## src/rtl/eth_parser_pkg.sv

```systemverilog
// Shared definitions for the Ethernet/IPv4 header parsers.
//   - EtherType value that identifies an IPv4 payload
//   - byte offsets (from the first destination-MAC byte) of the header fields
//   - FSM state encoding used by the extractor
package eth_parser_pkg;

  localparam logic [15:0] ETHERTYPE_IPV4 = 16'h0800;
  localparam logic [3:0]  IPV4_VERSION   = 4'h4;

  // Offsets are sized to the extractor's 6-bit byte counter.
  localparam logic [5:0] OFF_ETYPE_HI  = 6'd12;
  localparam logic [5:0] OFF_ETYPE_LO  = 6'd13;
  localparam logic [5:0] OFF_VER_IHL   = 6'd14;
  localparam logic [5:0] OFF_SRC_FIRST = 6'd26;
  localparam logic [5:0] OFF_SRC_LAST  = 6'd29;

  typedef enum logic [1:0] {
    IDLE     = 2'd0,
    HDR      = 2'd1,
    WAIT_EOF = 2'd2,
    DROP     = 2'd3
  } eth_state_e;

endpackage

```

## src/rtl/sat_counter.sv

```systemverilog
// Saturating up-counter.
// Ports:
//   clk      - clock
//   rst      - synchronous active-low reset, clears the count
//   inc_i    - amount to add this cycle (0..3)
//   count_o  - current count; sticks at all-ones instead of wrapping
module sat_counter #(
  parameter int WIDTH = 16
) (
  input  logic             clk,
  input  logic             rst,
  input  logic [1:0]       inc_i,
  output logic [WIDTH-1:0] count_o
);

  logic [WIDTH-1:0] count_q, count_d;
  logic [WIDTH:0]   sum;

  // One extra bit catches the carry out so overflow can clamp.
  assign sum = {1'b0, count_q} + {{(WIDTH-1){1'b0}}, inc_i};

  always_comb begin
    count_d = sum[WIDTH] ? {WIDTH{1'b1}} : sum[WIDTH-1:0];
  end

  always_ff @(posedge clk) begin
    if (!rst) begin
      count_q <= '0;
    end else begin
      count_q <= count_d;
    end
  end

  assign count_o = count_q;

endmodule

```

## src/rtl/ipv4_src_extractor.sv

```systemverilog
// Extracts the IPv4 source address from an Ethernet frame byte stream and
// issues one insert or look-up request to the hash controller per good frame.
// Ports:
//   clk            - clock
//   rst            - synchronous active-low reset
//   data_i         - frame byte (byte 0 = first destination-MAC byte)
//   valid_i        - qualifies data_i/sof_i/eof_i/err_i
//   sof_i, eof_i   - first / last byte of a frame
//   err_i          - frame error, looked at only on the eof beat
//   learn_i        - on the sof beat: 1 = insert, 0 = look-up
//   insert_val_o   - one-cycle insert request
//   look_up_val_o  - one-cycle look-up request
//   ip_addr_o      - source address of the last requested frame
//   drop_cnt_o     - saturating count of rejected frames
module ipv4_src_extractor
  import eth_parser_pkg::*;
#(
  parameter int IP_ADDR_W = 32
) (
  input  logic                 clk,
  input  logic                 rst,
  input  logic [7:0]           data_i,
  input  logic                 valid_i,
  input  logic                 sof_i,
  input  logic                 eof_i,
  input  logic                 err_i,
  input  logic                 learn_i,
  output logic                 insert_val_o,
  output logic                 look_up_val_o,
  output logic [IP_ADDR_W-1:0] ip_addr_o,
  output logic [15:0]          drop_cnt_o
);

  eth_state_e           state_q, state_d;
  logic [5:0]           cnt_q, cnt_d;
  logic                 learn_q, learn_d;
  logic [IP_ADDR_W-1:0] cap_q, cap_d;
  logic [IP_ADDR_W-1:0] ip_addr_q, ip_addr_d;
  logic                 ins_q, ins_d;
  logic                 lku_q, lku_d;
  logic [1:0]           drop_inc;
  logic [IP_ADDR_W-1:0] cap_shift;
  logic                 hdr_bad;

  assign cap_shift = {cap_q[IP_ADDR_W-9:0], data_i};

  // Header byte at the current counter position fails the IPv4 checks.
  always_comb begin
    hdr_bad = 1'b0;
    if (cnt_q == OFF_ETYPE_HI && data_i != ETHERTYPE_IPV4[15:8]) hdr_bad = 1'b1;
    if (cnt_q == OFF_ETYPE_LO && data_i != ETHERTYPE_IPV4[7:0])  hdr_bad = 1'b1;
    if (cnt_q == OFF_VER_IHL  && data_i[7:4] != IPV4_VERSION)    hdr_bad = 1'b1;
  end

  always_comb begin
    state_d   = state_q;
    cnt_d     = cnt_q;
    learn_d   = learn_q;
    cap_d     = cap_q;
    ip_addr_d = ip_addr_q;
    ins_d     = 1'b0;
    lku_d     = 1'b0;
    drop_inc  = 2'd0;

    if (valid_i) begin
      if (sof_i) begin
        // A sof outside IDLE aborts the frame in flight. A sof+eof beat is a
        // one-byte frame of its own, so that beat can account for two drops.
        if (state_q != IDLE) drop_inc = 2'd1;
        if (eof_i) begin
          drop_inc = drop_inc + 2'd1;
          state_d  = IDLE;
          cnt_d    = '0;
        end else begin
          state_d = HDR;
          cnt_d   = 6'd1;
          learn_d = learn_i;
        end
      end else begin
        unique case (state_q)
          IDLE: ;
          HDR: begin
            cnt_d = cnt_q + 6'd1;
            // In HDR the counter never passes OFF_SRC_LAST.
            if (cnt_q >= OFF_SRC_FIRST) cap_d = cap_shift;
            if (eof_i) begin
              // Ending exactly on the last address byte is a complete frame.
              if (cnt_q == OFF_SRC_LAST && !err_i) begin
                ins_d     = learn_q;
                lku_d     = ~learn_q;
                ip_addr_d = cap_shift;
              end else begin
                drop_inc = 2'd1;
              end
              state_d = IDLE;
            end else if (hdr_bad) begin
              state_d = DROP;
            end else if (cnt_q == OFF_SRC_LAST) begin
              state_d = WAIT_EOF;
            end
          end
          WAIT_EOF: begin
            if (eof_i) begin
              if (!err_i) begin
                ins_d     = learn_q;
                lku_d     = ~learn_q;
                ip_addr_d = cap_q;
              end else begin
                drop_inc = 2'd1;
              end
              state_d = IDLE;
            end
          end
          DROP: begin
            if (eof_i) begin
              drop_inc = 2'd1;
              state_d  = IDLE;
            end
          end
          default: state_d = IDLE;
        endcase
      end
    end
  end

  always_ff @(posedge clk) begin
    if (!rst) begin
      state_q   <= IDLE;
      cnt_q     <= '0;
      learn_q   <= 1'b0;
      cap_q     <= '0;
      ip_addr_q <= '0;
      ins_q     <= 1'b0;
      lku_q     <= 1'b0;
    end else begin
      state_q   <= state_d;
      cnt_q     <= cnt_d;
      learn_q   <= learn_d;
      cap_q     <= cap_d;
      ip_addr_q <= ip_addr_d;
      ins_q     <= ins_d;
      lku_q     <= lku_d;
    end
  end

  sat_counter #(
    .WIDTH (16)
  ) u_drop_cnt (
    .clk     (clk),
    .rst     (rst),
    .inc_i   (drop_inc),
    .count_o (drop_cnt_o)
  );

  assign insert_val_o  = ins_q;
  assign look_up_val_o = lku_q;
  assign ip_addr_o     = ip_addr_q;

endmodule
```

## config.mk

```make
export PLATFORM = sky130hd
export DESIGN_NAME = ipv4_src_extractor
export DESIGN_NICKNAME = d
export VERILOG_FILES = /design/src/rtl/eth_parser_pkg.sv /design/src/rtl/sat_counter.sv /design/src/rtl/ipv4_src_extractor.sv
export SDC_FILE = /design/constraint.sdc
export NUM_CORES = 1
export LEC_CHECK = 0
export CAP_MARGIN = 0
export CORE_MARGIN = 2
export CORE_UTILIZATION = 30
export CTS_CLUSTER_DIAMETER = 40
export DETAILED_ROUTE_END_ITERATION = 12
export GPL_ROUTABILITY_DRIVEN = 0
export SLEW_MARGIN = 5
export SYNTH_ARGS = -nofsm -noshare
export SYNTH_HDL_FRONTEND = slang
export SYNTH_SLANG_ARGS = --single-unit
```

## constraint.sdc

```tcl
create_clock -name clk -period 4.4 [get_ports clk]
set_input_delay 1.32 -clock clk [delete_from_list [all_inputs] [get_ports clk]]
set_output_delay 1.32 -clock clk [all_outputs]
set_load 0.01 [all_outputs]
```

# Word level (Yosys, flattened, before mapping)

Cells that the tools add are included.

Flip-flop bits (word level): 91
Word-level logic and storage cells: 90

Add/sub/neg operators: 3
Magnitude comparators: 1
Equality and inequality tests: 15
Mux-type cells: 41
Bitwise gates (word level): 5
Reductions and logical operators: 17

Operators by type and width:

| kind                                                                                | count |
|---|---|
| 32-bit 2-to-1 mux                                                                   | 4 |
| 32-bit one-hot mux with 2 select lines                                              | 1 |
| 2-bit 2-to-1 mux                                                                    | 10 |
| 1-bit 2-to-1 mux                                                                    | 19 |
| 6-bit by 4-bit == test with 1-bit output, second input constant                     | 3 |
| 16-bit by 2-bit adder with 17-bit output                                            | 1 |
| 16-bit 2-to-1 mux                                                                   | 1 |
| 6-bit 2-to-1 mux                                                                    | 2 |
| 2-bit != test, second input constant                                                | 4 |
| 8-bit by 4-bit != test with 1-bit output, second input constant                     | 1 |
| 4-bit AND reduction                                                                 | 2 |
| 8-bit nonzero test                                                                  | 1 |
| 7-bit AND reduction                                                                 | 1 |
| 6-bit by 1-bit adder with 6-bit output, second input constant                       | 1 |
| 6-bit by 5-bit == test with 1-bit output, second input constant                     | 1 |
| 6-bit by 5-bit greater-or-equal comparator with 1-bit output, second input constant | 1 |
| 2-bit nonzero test                                                                  | 3 |
| 5-bit != test, second input constant                                                | 1 |
| 1-bit inverter                                                                      | 5 |
| 2-bit == test, second input constant                                                | 2 |
| 1-bit logical AND                                                                   | 4 |
| 4-bit by 3-bit != test with 1-bit output, second input constant                     | 1 |
| 1-bit one-hot mux with 2 select lines                                               | 2 |
| 2-bit one-hot mux with 2 select lines                                               | 1 |
| 10 further kinds                                                                    | 10 |

# Logic depth before layout (Yosys ltp)

Gate-level depths: netlist of the first run.

Depth after elaboration: 10
Depth in mapped cells: 16
Mapped depth without buffers: 14

# Hierarchy

From an unflattened synthesis of the first run, not the netlist that was laid out.

Cells, all modules: 427
Area total of the unflattened synthesis: 4145.2 um2

By module, submodules not included:

| module             | times used | cells an instance | area an instance (um2) | seq. area each (um2) |
|---|---|---|---|---|
| ipv4_src_extractor | 1          | 345               | 3343.2                 | 1501.4 |
| sat_counter        | 1          | 82                | 802.0                  | 320.3 |

# Worst setup path after synthesis of the first run

No wires, ideal clock.

Path type: in2reg
From: input port sof_i
To: register u_drop_cnt.count_q[10], in the netlist u_drop_cnt.count_o[10]
Library setup time: 71 ps
Data arrival time: 3600 ps
Data required time: 4329 ps
Setup slack: 729 ps
Stages: 13
Path buffers: 3
Cell sequence: clkbuf_1 nor4bb_1 o21ai_0 nand2_1 ha_1 inv_1 fa_1 and4b_1 and3b_1 clkbuf_1 nand3_1 clkbuf_1 a21oi_1

Longest elaborated chain between the ends: 4

RTL lines:

| element                                  | RTL line                 | RTL |
|---|---|---|
| start, declared                          | ipv4_src_extractor.sv:24 | `input logic sof_i,` |
| 2-bit 2-to-1 mux                         | ipv4_src_extractor.sv:66 | `if (sof_i) begin` |
| 2-bit 2-to-1 mux                         | ipv4_src_extractor.sv:65 | `if (valid_i) begin` |
| 16-bit by 2-bit adder with 17-bit output | sat_counter.sv:20        | `assign sum = {1'b0, count_q} + {{(WIDTH-1){1'b0}}, inc_i};` |
| 16-bit 2-to-1 mux                        | sat_counter.sv:23        | `count_d = sum[WIDTH] ? {WIDTH{1'b1}} : sum[WIDTH-1:0];` |
| end signal, assigned                     | sat_counter.sv:30        | `count_q <= count_d;` |
| end, declared                            | sat_counter.sv:16        | `logic [WIDTH-1:0] count_q, count_d;` |

Every way passes these cells.
A chain may end at the register's enable or synchronous reset.

# Worst setup path after layout of the first run

From: input port eof_i
To: register u_drop_cnt.count_q[8], in the netlist u_drop_cnt.count_o[8]

Longest elaborated chain between the ends: 6
Elaborated cells between the ends (all ways): 9

RTL lines:

| element                                    | RTL line                                                                       | RTL |
|---|---|---|
| start, declared                            | ipv4_src_extractor.sv:25                                                       | `input logic eof_i,` |
| 1-bit 2-to-1 mux, on equally long branches | ipv4_src_extractor.sv:115, ipv4_src_extractor.sv:86, ipv4_src_extractor.sv:103 |  |
| 1-bit one-hot mux with 3 select lines      | ipv4_src_extractor.sv:80                                                       | `unique case (state_q)` |
| 2-bit 2-to-1 mux *                         | ipv4_src_extractor.sv:66                                                       |  |
| 2-bit 2-to-1 mux *                         | ipv4_src_extractor.sv:65                                                       |  |
| 16-bit by 2-bit adder with 17-bit output * | sat_counter.sv:20                                                              |  |
| 16-bit 2-to-1 mux *                        | sat_counter.sv:23                                                              |  |

Mark *: on every way between the ends. The rest lies on a longest branch, timed or not.

==> results of run 1 <==
[synth_stat cells, types with 2 or more instances]
cell type and instances:
nand3_1 11, a31oi_1 2, a21oi_1 21, or3_1 4, buf_2 7, dfxtp_1 91, nor3b_1 3, o21a_1 2
nand2b_1 2, nand2_1 13, xnor2_1 4, a211oi_1 32, o21ai_0 6, inv_1 13, mux2i_1 65, xor2_1 7
and4b_1 2, nand4_1 2, nor2_1 76, o32a_1 2, nor3_1 8, buf_1 2, ha_1 11, or4_1 2
and3_1 2, clkbuf_1 16
[critical path: cells and delay by family]
family	cells	cell delay (ns)
AO/OA/AOI/OAI	2	0.40
adder cells (fa/ha/maj)	2	0.58
buffers and inverters	2	0.69
AND/OR/NAND/NOR	5	1.31
[layout make-up]
type / instances / area share [%]
clock inverter: 4 / 1.06
tap: 176 / 4.24
sequential: 91 / 35.1
inverter: 13 / 0.940
multi-input combinational: 297 / 39.7
timing repair buffer: 71 / 13.8
clock buffer: 12 / 5.13
[flip-flops by register name, indices dropped and copies added (netlist names)]
name                count
insert_val_o            1
cap_q                  32
look_up_val_o           1
u_drop_cnt.count_o     16
learn_q                 1
cnt_q                   6
state_q                 2
ip_addr_o              32
[per-stage QoR]
step                      setup slack (ns)  utilization [%]
after global placement               0.133             36.9
after global routing                 0.101             39.4
after floorplan                      0.729                -
final                                0.372             39.4
after detailed placement            0.0239             36.9
after CTS                            0.394             39.4
[report_power, final]
group | internal, µW | switching [µW] | leakage (µW) | total [µW]
Sequential | 828 | 3.77 | 0.000733 | 832
Clock | 491 | 328 | 0.000156 | 818
Combinational | 37.9 | 47.1 | 0.00104 | 85.0
[worst paths after layout]
kind	start	to	slack, ns
hold reg to reg	learn_q	look_up_val_o	0.42
hold / removal	learn_q	look_up_val_o	0.42
setup reg to reg	cnt_q[1]	u_drop_cnt.count_o[8]	1.14
setup / recovery	eof_i	u_drop_cnt.count_o[8]	0.37
[metal layers]
metal  track usage (%)  share of wire, %
met1              16.5                46
met3              3.75               3.7
met2              21.2                48
met5                 0                 0
met4              5.74               1.9
[cells by family after synthesis]
kind of cell	after synthesis
simple gates	135
xor+xnor	11
fa+ha+maj	12
compound gates	73
mux	66
buf+inv	38
flops	91
==> impl_metrics.yaml, run 1 <==
finish:
  multi_input_area_um2: 2060
  layout_common_cells: "dfxtp_1, nor2_1, mux2i_1"
  final_common_cell: "dfxtp_1"
  nets: 510
  register_area_um2: 1820
  stdcell_count: 664
  drive_above_1_share_pct: 6.76
  syn2layout_area_growth_pct: 29.1
  n_antenna_cell: 0
  fin_area_um2: 5190
  fillCellCount: 1310
pwr:
  ir_drop_v: 0.000165
  finalPower_uw: 1730
  p_per_area_nw_per_um2: 334
  p_leak_uw: 0.00193
sta:
  finalSetupTns_ns: 0
  holdWs_ns: 0.419
  worst_pin_slew_ns: 0.913
  max_freq_mhz: 248
  hold_violations: 0
  clock_skew_ns: 0.00605
  min_period_ns: 4.03
  slew_viol_final: 0
  rsz0062_at_grt: "false"
  setup_viol: 0
  timing.final.crit_share_pct: 91.6
  slew_headroom_pct: 38.9
yosys:
  synthXorXnorAreaFrac_pct: 2.40
  syn_area_um2: 4020
  synth_cells: 426
  syn-num-nets: 453
  synth.area.top_cells: "dfxtp_1, mux2i_1, nor2_1, a211oi_1, ha_1"
  synth_edf_count: 0
  yosysTopAreaCell: "dfxtp_1"
  yosysSeqAreaShare_pct: 45.3
  syn_avg_cell_area_um2: 9.44
  synth-compound-area-share_pct: 12.4
  ys.flop_type: "dfxtp_1"
  synth.ff_latch_count: 91
  synth-adder-area-share_pct: 3.92
  muxShareOfSynthArea_pct: 16.5
  ys_types: 46
  yosys_warnings: 0
  synthSimpleGateAreaFrac_pct: 15.8
  synth_top_area_share_pct: 45.3
  async_flop_share_pct: 0
  synth_top_family_by_area: "multiplexers"
die:
  core_um2: 13200
  die-area_um2: 14300
  start_util_pct: 30.5
  ios: 65
  rows: 42
  die_w_um: 120
  die_y_um: 120
setup_path:
  cp-start-kind: "input port"
  critPathRequiredTime_ns: 4.67
  critPathMaxFanout: 13
  reg2reg_depth: 13
  path_cells: "clkdlybuf4s50_1 -> nor4bb_1 -> o21ai_0 -> nand2_1 -> ha_1 -> inv_1 -> fa_1 -> and4b_1 -> and3b_1 -> nand3_1 -> a21oi_1"
  slowest_delay_ns: 0.64
  critPathKind: "input port to flop"
  arrival_ns: 4.30
  endpoint_kind: "flop"
  slowest_stage: "clkdlybuf4s50_1"
outcome:
  run_status: "complete, no violations"
min_path:
  hp-class: "flop to flop"
  worstHoldPathCells: 1
placement:
  dp_cells: 648
  port_buffers: 64
  placed_cell_area_um2: 4870
  hpwlAfterDp_um: 6300
drt:
  antenna_left: 0
  drt-wirelength-per-cell_um: 13.6
  via_per_inst: 4.78
  drt-initial-drc-count: 144
  drt_pass1_iterations: 4
  drc: 0
  vias: 3174
  drt_wl_total_um: 9000
grt:
  track_usage_pct: 13.2
  grt_overflow: 0
  grt_pass1_vias: 2979
  grt_max_degree: 48
  grt_pass1_wl_um: 14800
  antenna_found_initial: 0
clock_network:
  cts.sinks: 91
  cts.repair.resized: 0
  clkTransAtPathRegs_ns: 0.06
  cts_buffer_depth: 2
  clk_latency_ns: 0.35
  clockRootBuffer: "clkbuf_16"
  cts_max_level: 3
  cts_made_buffers: 9
  cts_tree: "done"
  post-cts-setup-buffer-count: 0
  hold_buffers: 0
run:
  maxCapViolCount: 0
(Power assumes the default switching activity.)
==> run 2, diff against run 1 <==
--- a/config.mk
+++ b/config.mk
@@ -10,7 +10,8 @@
 export CORE_UTILIZATION = 30
 export CTS_CLUSTER_DIAMETER = 40
 export DETAILED_ROUTE_END_ITERATION = 12
-export GPL_ROUTABILITY_DRIVEN = 0
+export DONT_BUFFER_PORTS = 1
+export GPL_ROUTABILITY_DRIVEN = 1
 export SLEW_MARGIN = 5
 export SYNTH_ARGS = -nofsm -noshare
 export SYNTH_HDL_FRONTEND = slang
==> run 2 against run 1 <==
  * Cell area down 13%
  * Combinational power shrank 31%
  * Flip-flop and latch count is the same
  * Highest routed layer unchanged
  * Sequential power is essentially flat
  * Global-route usage increased by 0.16 points
  * First-iteration DRC count down 14%
  * Register-to-register slack got worse by 0.02 ns
  * Critical endpoint is now u_drop_cnt.count_o[1]
  * Utilization shrank 5.3 points
==> impl_metrics.yaml, run 2 (same netlist as run 1, synthesis figures left out) <==
outcome:
  run_status: "complete, no violations"
sta:
  finalSetupTns_ns: 0
  rsz0062_at_grt: "false"
  holdWs_ns: 0.409
  slew_headroom_pct: 57.1
  timing.final.crit_share_pct: 77.5
  slew_viol_final: 0
  clock_skew_ns: 0.00647
  worst_pin_slew_ns: 0.639
  hold_violations: 0
  max_freq_mhz: 293
  min_period_ns: 3.41
  setup_viol: 0
drt:
  via_per_inst: 4.89
  drt_pass1_iterations: 4
  vias: 2926
  drt-initial-drc-count: 124
  drc: 0
  antenna_left: 0
  drt-wirelength-per-cell_um: 15.1
  drt_wl_total_um: 9020
setup_path:
  slowest_delay_ns: 0.43
  arrival_ns: 3.68
  critPathMaxFanout: 13
  critPathKind: "input port to flop"
  r2r_setup_slack_ns: 1.12
  cp-start-kind: "input port"
  crit_start: "sof_i"
  path_cells: "nor4bb_1 -> o21ai_0 -> nand2_1 -> ha_1 -> inv_1 -> fa_1 -> and4b_1 -> and3b_1 -> nand3_1 -> a21oi_1"
  endpoint_kind: "flop"
  slowest_stage: "fa_1"
  worstReg2RegStart: "cnt_q[1]"
  critPathRequiredTime_ns: 4.67
die:
  rows: 42
  ios: 65
  die_w_um: 120
  die-area_um2: 14300
  die_y_um: 120
  core_um2: 13200
  start_util_pct: 30.5
min_path:
  min_from: "learn_q"
  hp-class: "flop to flop"
clock_network:
  cts_max_level: 3
  cts_buffer_depth: 2
  cts.repair.resized: 0
  hold_buffers: 0
  clockRootBuffer: "clkbuf_16"
  cts_made_buffers: 9
  cts.sinks: 91
  cts_tree: "done"
  clk_latency_ns: 0.34
  post-cts-setup-buffer-count: 0
  clkTransAtPathRegs_ns: 0.07
grt:
  grt_pass1_vias: 2920
  track_usage_pct: 13.4
  grt_overflow: 0
  antenna_found_initial: 0
  grt_pass1_wl_um: 15000
  grt_max_degree: 65
placement:
  dp_cells: 582
  routabilityCongestion: 0.850
  hpwlAfterDp_um: 6370
  port_buffers: 0
  placed_cell_area_um2: 4190
pwr:
  p_leak_uw: 0.00168
  ir_drop_v: 0.000152
  p_per_area_nw_per_um2: 375
finish:
  stdcell_count: 598
  drive_above_1_share_pct: 7.35
  syn2layout_area_growth_pct: 11.9
  fin_area_um2: 4500
  multi_input_area_um2: 2060
  register_area_um2: 1820
  final_common_cell: "dfxtp_1"
  layout_common_cells: "dfxtp_1, nor2_1, mux2i_1"
  fillCellCount: 1345
  nets: 444
  n_antenna_cell: 0
  finish.utilization_pct: 34.1
run:
  maxCapViolCount: 0
==> run 2: cell count changes in the layout (fill, tap and decap cells not counted), sizes merged <==
cell,previous run,this run
buf,7,5
clkbuf,12,9
clkdlybuf4s50,64,0
clkinv,0,2
inv,15,16
==> run 2: cell type report <==
type,instances,area share (%)
clock inverter,7,1.84
clock buffer,9,5.01
multi-input combinational,297,45.8
timing repair buffer,5,0.835
inverter,13,1.09
tap,176,4.90
sequential,91,40.5
==> run 2: stage by stage <==
stage	worst slack, ns	total power (µW)
3_3_place_gp	0.737	910
2_1_floorplan	0.729	898
3_5_place_dp	0.623	911
5_1_grt	0.728	1760
4_1_cts	0.988	1720
6_report	0.989	1690
==> run 2: worst max-delay path: cells and delay by family <==
family                   cells  cell delay, ns
AND/OR/NAND/NOR              5            1.34
adder cells (fa/ha/maj)      2            0.58
AO/OA/AOI/OAI                2            0.38
buffers and inverters        1            0.05
==> run 2: layer usage <==
metal  part of all wire (%)  vias up  routed length, µm  track usage, %
met5                      0        -                  0               0
met4                    1.5        0                139            4.93
met3                    5.7       13                512            4.23
met2                     46       66               4150            21.8
met1                     47     1359               4220            16.5
li1                       -     1488                  -               -
==> run 2: power breakdown <==
part | internal (µW) | switching (µW) | total [µW]
logic | 21.6 | 36.9 | 58.5
registers | 827 | 5.31 | 833
clock network | 450 | 347 | 797
total | 1300 | 389 | 1690
==> run 2: worst paths after layout <==
| path | depth (start not counted) | endpoint |
|---|---|---|
| max | 10 | u_drop_cnt.count_o[1] |
| min | 1 | look_up_val_o |
| max reg2reg | 13 | u_drop_cnt.count_o[1] |
| min reg2reg | 1 | look_up_val_o |
